[src/rtl/ram_stream_reader.sv]
// Read-side master for the simple dual-port RAM: walks a block of addresses and
// presents the returned words as a valid/ready stream through a 2-entry skid FIFO.
module ram_stream_reader #(
    parameter int WIDTH = 32,
    parameter int DEPTH = 10
) (
    input  logic             clk,
    input  logic             reset,
    input  logic             start,
    input  logic [31:0]      base,
    input  logic [31:0]      count,
    output logic             busy,
    output logic             done,
    output logic [31:0]      raddress,
    output logic             oe,
    input  logic [WIDTH-1:0] dout,
    output logic [WIDTH-1:0] m_data,
    output logic             m_valid,
    input  logic             m_ready,
    output logic             m_last
);

    typedef enum logic [1:0] {
        ST_IDLE = 2'd0,
        ST_RUN  = 2'd1,
        ST_FIN  = 2'd2
    } state_e;

    localparam logic [31:0] ADDR_MASK = 32'hFFFF_FFFF >> (32 - DEPTH);

    state_e           state_q, state_d;
    logic [31:0]      base_q, base_d;
    logic [31:0]      count_q, count_d;
    logic [31:0]      issued_q, issued_d;
    logic [31:0]      accepted_q, accepted_d;
    logic             inflight_q, inflight_d;
    logic [31:0]      raddr_q, raddr_d;
    logic [WIDTH-1:0] fifo0_q, fifo0_d;
    logic [WIDTH-1:0] fifo1_q, fifo1_d;
    logic [1:0]       occ_q, occ_d;
    logic             valid_q, valid_d;
    logic             last_q, last_d;

    logic             pop;
    logic             wr;
    logic             room;
    logic             issue;
    logic             last_beat;
    logic [31:0]      addr_now;

    // Handshake: a beat transfers on any rising edge where m_valid and m_ready
    // are both high; m_valid/m_data hold steady until that edge.
    always_comb begin
        pop       = valid_q & m_ready;
        wr        = inflight_q;
        addr_now  = (base_q + issued_q) & ADDR_MASK;
        // Words already buffered or in flight must still fit after this edge's pop.
        room      = ({1'b0, occ_q} + {2'b00, inflight_q}) < (3'd2 + {2'b00, pop});
        issue     = (state_q == ST_RUN) && (issued_q < count_q) && room;
        last_beat = pop && (accepted_q == count_q - 32'd1);
    end

    always_comb begin
        state_d    = state_q;
        base_d     = base_q;
        count_d    = count_q;
        issued_d   = issued_q;
        accepted_d = accepted_q;
        case (state_q)
            ST_IDLE: begin
                if (start) begin
                    base_d     = base;
                    count_d    = count;
                    issued_d   = 32'd0;
                    accepted_d = 32'd0;
                    state_d    = (count == 32'd0) ? ST_FIN : ST_RUN;
                end
            end
            ST_RUN: begin
                if (issue) begin
                    issued_d = issued_q + 32'd1;
                end
                if (pop) begin
                    accepted_d = accepted_q + 32'd1;
                end
                if (last_beat) begin
                    state_d = ST_FIN;
                end
            end
            ST_FIN: begin
                state_d = ST_IDLE;
            end
            default: begin
                state_d = ST_IDLE;
            end
        endcase
    end

    always_comb begin
        inflight_d = issue;
        raddr_d    = issue ? addr_now : raddr_q;
        fifo0_d    = fifo0_q;
        fifo1_d    = fifo1_q;
        occ_d      = occ_q;
        case ({pop, wr})
            2'b01: begin
                if (occ_q == 2'd0) begin
                    fifo0_d = dout;
                end else begin
                    fifo1_d = dout;
                end
                occ_d = occ_q + 2'd1;
            end
            2'b10: begin
                fifo0_d = fifo1_q;
                occ_d   = occ_q - 2'd1;
            end
            2'b11: begin
                // Occupancy is unchanged; the head advances and the new word goes behind it.
                if (occ_q == 2'd1) begin
                    fifo0_d = dout;
                end else begin
                    fifo0_d = fifo1_q;
                    fifo1_d = dout;
                end
            end
            default: begin
                occ_d = occ_q;
            end
        endcase
        valid_d = (occ_d != 2'd0);
        last_d  = valid_d && (accepted_d == count_d - 32'd1);
    end

    always_ff @(posedge clk or posedge reset) begin
        if (reset) begin
            state_q    <= ST_IDLE;
            base_q     <= 32'd0;
            count_q    <= 32'd0;
            issued_q   <= 32'd0;
            accepted_q <= 32'd0;
            inflight_q <= 1'b0;
            raddr_q    <= 32'd0;
            fifo0_q    <= '0;
            fifo1_q    <= '0;
            occ_q      <= 2'd0;
            valid_q    <= 1'b0;
            last_q     <= 1'b0;
        end else begin
            state_q    <= state_d;
            base_q     <= base_d;
            count_q    <= count_d;
            issued_q   <= issued_d;
            accepted_q <= accepted_d;
            inflight_q <= inflight_d;
            raddr_q    <= raddr_d;
            fifo0_q    <= fifo0_d;
            fifo1_q    <= fifo1_d;
            occ_q      <= occ_d;
            valid_q    <= valid_d;
            last_q     <= last_d;
        end
    end

    always_comb begin
        busy     = (state_q != ST_IDLE);
        done     = (state_q == ST_FIN);
        oe       = issue;
        raddress = issue ? addr_now : raddr_q;
        m_data   = fifo0_q;
        m_valid  = valid_q;
        m_last   = last_q;
    end

`ifndef SYNTHESIS
    // A returning RAM word must always find a free FIFO slot.
    fifo_no_overflow: assert property (@(posedge clk) disable iff (reset)
        !(wr && !pop && (occ_q == 2'd2)));
`endif

endmodule

[config.mk]
export PLATFORM = sky130hd
export DESIGN_NAME = ram_stream_reader
export DESIGN_NICKNAME = d
export VERILOG_FILES = /design/src/rtl/ram_stream_reader.sv
export SDC_FILE = /design/constraint.sdc
export NUM_CORES = 1
export LEC_CHECK = 0
export CELL_PAD_IN_SITES_DETAIL_PLACEMENT = 1
export CELL_PAD_IN_SITES_GLOBAL_PLACEMENT = 1
export CORE_ASPECT_RATIO = 1.4
export CORE_UTILIZATION = 25
export CTS_CLUSTER_DIAMETER = 120
export DETAILED_ROUTE_END_ITERATION = 10
export PLACE_DENSITY_LB_ADDON = 0.1
export SYNTH_ARGS = -nofsm -noshare
export SYNTH_HDL_FRONTEND = slang
export SYNTH_SLANG_ARGS = --single-unit
[constraint.sdc]
create_clock -name clk -period 7.4 [get_ports clk]
set_clock_uncertainty 0.15 [all_clocks]
set_input_delay 0.74 -clock clk [delete_from_list [all_inputs] [get_ports clk]]
set_output_delay 0.74 -clock clk [all_outputs]
set_load 0.005 [all_outputs]
==> metrics.md, run 1 <==
| Metric | Value |
|---|---|
| CP endpoint kind | output pin |
| Combinational share of power | 42.6% |
| Area grow syn2layout | 23.89% |
| # DRC | 0 |
| Synth top area share | 41.49% |
| Most frequent CP cell | a21o_1 |
| Worst slew pin tran | just over 0.9 ns |
| Hold buffers post-CTS | 0 |
| Synth Net Count | between 1,500 and 2,000 |
| Initial drt markers | 313 |
| FF+latch area | 5230 um2 |
| Hold EP | raddr_q[0]$_DFF_PP0_ |
| FF-to-FF path depth | 13 |
| Min cycle time layout | 5.598 ns |
| Max cap viols | 0 |
| Buf+Inv Stages, Crit Path | 3 |
| Setup crit start kind | flip-flop |
| Clk sink count | between 200 and 250 |
| Antenna diodes | 0 |
| Hold Violations, Final | 0 |
| Inserted Clock Buffers | 26 |
| Clock root cell | clkbuf_16 |
| Slack of the worst reg-to-reg path | about 2.3 ns |
| Core area | ~50,000 um2 |
| HP Start | raddr_q[0]$_DFF_PP0_ |
| First-pass detailed-route iteration total | 4 |
| Psw | 2.073 mW |
| DP Worst Slack | around 1.4 ns |
| Hold slack final | roughly 0.33 ns |
| Slew margin rel. | 37.96% |
| Final net count | 1,639 |
| Die Height | 267.7 um |
| Post-CTS Setup Inserts | 0 |
| Initial antenna violation count | 0 |
| Max stage delay on crit path | between 0.6 and 0.7 ns |
| Int Power | 3.242 mW |
| DRT antenna net count | 0 |
| Multi-input gate area | between 6000 and 7000 um2 |
| Clk slew on worst S/H paths | about 0.06 ns |
| TritonCTS clock tree | yes |
| Row count | 97 |
| Yosys cell types | 85 |
| Syn Std Cell Area | 12,610 um2 |
| Ports | about 170 |
| Seq/Total Area, Yosys | 41.49% |
| Via/cell ratio | 4.966 |
| Number of global-route vias before repair | around 11,000 |
| Post-Route Utilization | 31.31% |
| Peak VDD IR | 220.6 uV |
| Die X | around 190 um |
| First-pass GRT wire length | approximately 66,000 um |
| RSZ-0062 raised after global routing | false |
| Share of layout cells above drive strength 1 | a little over 9% |
| Crit-path max FO | 48 |
| Worst Slack Setup Final | 1.802 ns |
| Final global-route overflow total | 0 |
| Filler cells | 5,743 |
| Max frequency | 178.6 MHz |
| Pwr Density | 340.3 nW/um2 |
| Status | complete, no violations |
| WL/cell | roughly 20 um |
| Warnings, synthesis | 0 |
| Pins Over Slew Limit | 0 |
| Gp weighted congestion | 0.7795 |
| Global Route Usage Sum | 16.73% |
| Hold path cells | 2 |
| Synth Register Bits | about 210 |
| Sequential power share | approximately 33% |
| H-tree depth | 1 |
| Worst R2R Start | state_q[0]$_DFFE_PP0P_ |
| Final setup vio count | 0 |
| Slowest CP cell | or2_2 |
| Yosys top cell by area | dfrtp_1 |
| Synth Flop Type | dfrtp_1 |
| Req. time, crit path | 6.51 ns |
| DP HPWL | around 32,000 um |
| Share of flip-flops with an asynchronous set or reset | 100.0% |
| P_leak | 6.704 nW |
| Final wirelength | 42,310 um |
| Setup TNS | 0 ns |
| Mapped Cells | 1,354 |
| Top post-synthesis cells by area | dfrtp_1 41%, ha_1 5.2%, xnor2_1 4.8% |
| Post-synth EDFFs | 0 |
| Die ar. | 51,340 um2 |
| Worst path cell trace | inv_1 > ha_1 > a21o_1 > a21o_1 > a21oi_1 > o211ai_1 > and4_1 > o311a_1 > or2_2 > buf_4 > and2_1 > clkdlybuf4s50_1 |
| Final worst path period share | 75.65% |
| Worst Path Arrival | 4.71 ns |
| Post-cts resize count | 0 |
| Sw Share | 39.00% |
| Syn Area/Cell | 9.310 um2 |
| Crit Path Category | flip-flop to output pin |
| Clock Latency Late Sink | 0.56 ns |
| Reg-to-Reg End | m_last$_DFF_PP0_ |
| IO buf count | 146 |
| Cell family with the largest share of critical-path delay | compound AO/OA/AOI/OAI gates |
| Via count | 10,660 |
| Initial core utilization | 25.27% |
| Clock Power Share | 24.3% |
| Hold Crit Class | flip-flop to flip-flop |
| Largest net degree at the start of global routing | 96 |
| Clock Path Buffers | 3 |
==> cells in the mapped netlist (25+ instances only) <==
| library cell | number |
|---|---|
| xnor2_1 | 69 |
| mux2_2 | 38 |
| nand4_1 | 38 |
| a21oi_1 | 89 |
| o21ai_0 | 52 |
| nand2_1 | 145 |
| dfrtp_1 | 209 |
| nand3_1 | 48 |
| mux2i_1 | 25 |
| nor3_1 | 31 |
| inv_1 | 67 |
| a22oi_1 | 34 |
| xor2_1 | 35 |
| clkbuf_1 | 43 |
| ha_1 | 52 |
| nor2_1 | 92 |
| and2_1 | 27 |
==> metrics by stage <==
stage	instance area (um2)	power (mW)	std cells
5_1_grt	15620	5.752	2146
3_3_place_gp	14780	4.051	2101
2_1_floorplan	12610	3.148	1354
3_5_place_dp	14780	4.108	2101
6_report	15620	5.315	2146
4_1_cts	15620	5.466	2146
==> worst max-delay path by stage <==
| stage | depth (start not counted) | slack (ns) | endpoint | from |
|---|---|---|---|---|
| 6_report | 12 | 1.80 | raddress[13] | count_q[9]$_DFF_PP0_ |
| 2_1_floorplan | 1 | 0.80 | accepted_q[0]$_DFF_PP0_ | reset |
| 4_1_cts | 13 | 1.62 | raddress[0] | count_q[9]$_DFF_PP0_ |
| 3_5_place_dp | 14 | 1.39 | m_last$_DFF_PP0_ | start |
| 5_1_grt | 13 | 1.49 | raddress[0] | count_q[9]$_DFF_PP0_ |
| 3_3_place_gp | 13 | 1.42 | m_last$_DFF_PP0_ | start |
==> power by group through the flow <==
stage | sequential, mW | clock, mW | combinational, mW
2_1_floorplan | 1.68 | 0 | 1.47
6_report | 1.76 | 1.29 | 2.27
3_3_place_gp | 1.77 | 0 | 2.28
5_1_grt | 1.81 | 1.39 | 2.55
3_5_place_dp | 1.79 | 0 | 2.32
4_1_cts | 1.77 | 1.36 | 2.34
==> worst reg2reg max path, cell delays in order (launching register included) <==
cell and delay [ns]:
dfrtp_1 0.36, buf_4 0.21, nor3b_4 0.39, mux2i_1 0.33
ha_1 0.31, or4b_4 0.55, o41ai_4 0.53, nand2_1 0.23
nor4b_1 0.28, o21ai_0 0.12, nor4_1 0.55, nand4_1 0.17
or4_4 0.56, nor4_2 0.27
==> routing by layer <==
metal	routed length, um	global-route usage [%]	vias up
li1	-	-	5112
met1	17390	19.42	5320
met2	22240	31.08	167
met3	1516	2.306	58
met4	1152	5.341	0
met5	0	0	-
==> area by class of cell <==
| class | count | area share (%) |
|---|---|---|
| clock buffers | 37 | 4.951 |
| flip-flops and latches | 209 | 33.49 |
| clock inverters | 8 | 0.4326 |
| inverters | 71 | 1.755 |
| multi-input cells | 1013 | 43.95 |
| well taps | 643 | 5.151 |
| repair buffers | 165 | 10.27 |
==> kinds of logic (layout without fill, tap and decap cells) <==
family | Yosys count | after routing | share of synthesized area [%]
flip-flops | 209 | 209 | 41.49
adder cells (fa/ha/maj) | 53 | 53 | 5.320
AO/OA/AOI/OAI | 292 | 292 | 14.92
XOR/XNOR | 106 | 106 | 7.533
buffers and inverters | 132 | 281 | 4.179
AND/OR/NAND/NOR | 494 | 494 | 20.65
multiplexers | 68 | 68 | 5.916
==> state kept, by name, indices dropped and copies added (netlist names) <==
register	count
accepted_q	32
issued_q	32
inflight_q	1
m_last	1
occ_q	2
base_q	10
raddr_q	32
state_q	2
m_valid	1
m_data	32
count_q	32
fifo1_q	32
==> placed cells by master (no fill, tap or decap), types with 35 or more instances in the layout <==
cell and count:
clkdlybuf4s50_1 146, mux2_2 38, o21ai_0 52, ha_1 52, xnor2_1 69, a21oi_1 88
xor2_1 35, dfrtp_1 209, nand2_1 145, inv_1 66, nor2_1 92, nand4_1 38
nand3_1 48
No activity file was read; power rests on OpenSTA's default activity.
==> run 2, diff against run 1 <==
clock period = 5.4 ns   (was 7.4 ns; I/O delays follow)
==> run 2 against run 1 <==
Core utilization up 0.22 points; routed wire length increased by 0.62%; final area increased by 0.71%; largest power group unchanged; worst setup slack worse by 1.4 ns; largest cell class unchanged; first-iteration DRC count grew 22%; final cell count is 0.37% higher; flip-flop and latch count unchanged.
==> metrics.md, run 2 (synthesized netlist as in run 1, its figures left out) <==
| Metric | Value |
|---|---|
| Max stage delay on crit path | 0.50 ns |
| Final setup vio count | 0 |
| Req. time, crit path | 4.71 ns |
| P_leak | about 6.7 nW |
| Clock Latency Late Sink | between 0.5 and 0.6 ns |
| Worst slew pin tran | just over 0.9 ns |
| Hold Violations, Final | 0 |
| Critical Path Start | count_q[9]$_DFF_PP0_ |
| Leading cell type in the layout, fill and taps excluded | dfrtp_1 |
| Final worst path period share | 91.99% |
| Via count | 10,680 |
| Most frequent CP cell | a21o_1 |
| Global Route Usage Sum | 16.78% |
| Final wirelength | between 40,000 and 50,000 um |
| # DRC | 0 |
| Post-CTS Setup Inserts | 0 |
| H-tree depth | 1 |
| Worst Path Arrival | 4.28 ns |
| Slew margin rel. | 37.81% |
| Antenna diodes | 0 |
| Peak VDD IR | roughly 310 uV |
| TritonCTS clock tree | yes |
| Clock Power Share | 24.8% |
| First-pass detailed-route iteration total | 4 |
| IO buf count | 146 |
| Sw Share | about two fifths |
| Pwr Density | 468.5 nW/um2 |
| CP endpoint kind | output pin |
| Post-cts resize count | 0 |
| Initial drt markers | 381 |
| Pins Over Slew Limit | 0 |
| Largest net degree at the start of global routing | 145 |
| Int Power | 4.525 mW |
| Post-Route Utilization | 31.53% |
| Gp weighted congestion | 0.7950 |
| Die Height | 267.7 um |
| Clk slew on worst S/H paths | 0.06 ns |
| Max frequency | between 200 and 250 MHz |
| Die ar. | about 50,000 um2 |
| Final net count | around 1,600 |
| Via/cell ratio | 4.956 |
| Core area | around 50,000 um2 |
| Final global-route overflow total | 0 |
| Combinational share of power | 42.6% |
| Crit-path max FO | 36 |
| Number of global-route vias before repair | 11,460 |
| Ports | ~170 |
| Post-DP Area | 14,860 um2 |
| Slowest CP cell | dfrtp_2 |
| Max cap viols | 0 |
| RSZ-0062 raised after global routing | false |
| Area grow syn2layout | 24.77% |
| Sequential power share | 32.6% |
| Min cycle time layout | 4.967 ns |
| Most frequent cells in the layout | 208 x dfrtp_1, 146 x clkdlybuf4s50_1, 145 x nand2_1 |
| DRT antenna net count | 0 |
| Clock Path Buffers | 3 |
| Psw | 2.844 mW |
| DP HPWL | 31,330 um |
| Worst path cell trace | inv_1 > ha_1 > a21o_1 > a21o_1 > a21oi_1 > o211ai_1 > and4_1 > o311a_1 > or2_2 > buf_4 > and2_1 > clkdlybuf4s50_1 |
| First-pass GRT wire length | ~66,000 um |
| Status | complete, no violations |
| HP Start | raddr_q[0]$_DFF_PP0_ |
| Crit Path Category | flip-flop to output pin |
| Filler cells | between 5,000 and 6,000 |
| WL/cell | 19.76 um |
| Row count | 97 |
| Inserted Clock Buffers | 26 |
| Setup TNS | 0 ns |
| Post-route cell area | 15,730 um2 |
| Share of layout cells above drive strength 1 | 9.596% |
| Tot Pwr | approximately 7.4 mW |
| Clk sink count | 209 |
| Die X | ~190 um |
| Hold buffers post-CTS | 0 |
| Worst R2R Start | state_q[1]$_DFFE_PP0P_ |
| Initial core utilization | between 20% and 30% |
| Slack of the worst reg-to-reg path | 0.97 ns |
| Setup crit start kind | flip-flop |
| Clock root cell | clkbuf_16 |
| Initial antenna violation count | 0 |
| Hold Crit Class | flip-flop to flip-flop |
## run 2: power by group through the flow
| stage | logic (mW) | clock network, mW | registers [mW] |
|---|---|---|---|
| after floorplan | 2.01 | 0 | 2.31 |
| after global placement | 3.17 | 0 | 2.42 |
| after detailed placement | 3.21 | 0 | 2.44 |
| after CTS | 3.23 | 1.91 | 2.41 |
| after global routing | 3.53 | 1.95 | 2.48 |
| final | 3.14 | 1.82 | 2.40 |
## run 2: final cells by class
cell class                 count  area (um2)  share of cell area [%]
sequential                   209        5231                   33.26
inverter                      71       270.3                   1.718
clock buffer                  40       784.5                   4.988
timing repair buffer         171        1687                   10.72
clock inverter                 7       87.58                  0.5568
multi-input combinational   1013        6864                   43.64
tap                          643       804.5                   5.115
## run 2: layer usage
layer / global-route usage [%] / part of all wire, % / vias to the layer above
li1: - / - / 5128
met1: 19.39 / 42 / 5304
met2: 30.82 / 51 / 176
met3: 2.175 / 3.3 / 68
met4: 6.607 / 3.6 / 0
met5: 0 / 0 / -
## run 2: worst max-delay path, delay by kind of cell, from the launching register on
kind | cells | cell delay (ns)
AOI/OAI and AO/OA | 5 | 1.09
and+or+nand+nor | 3 | 0.94
buffers and inverters | 3 | 0.86
DFF | 1 | 0.50
adders and majority gates | 1 | 0.32
## run 2: path summary, 6_finish.rpt
kind	to	depth (start not counted)
worst max-delay path	raddress[26]	12
worst min-delay path	raddr_q[0]$_DFF_PP0_	2
worst max register to register	m_last$_DFF_PP0_	14
worst min register to register	raddr_q[0]$_DFF_PP0_	2
max in group asynchronous	issued_q[27]$_DFFE_PP0P_	3
min in group asynchronous	accepted_q[3]$_DFF_PP0_	3
## run 2: stage by stage
step / setup WS [ns] / hold slack [ns] / cells
final: 0.4327 / 0.3248 / 2154
after global routing: 0.1381 / 0.3507 / 2154
after CTS: 0.1617 / 0.3267 / 2154
after detailed placement: 0.2430 / 0.3074 / 2107
after global placement: 0.2946 / 0.3107 / 2107
after floorplan: 0.3055 / 0.2991 / 1354
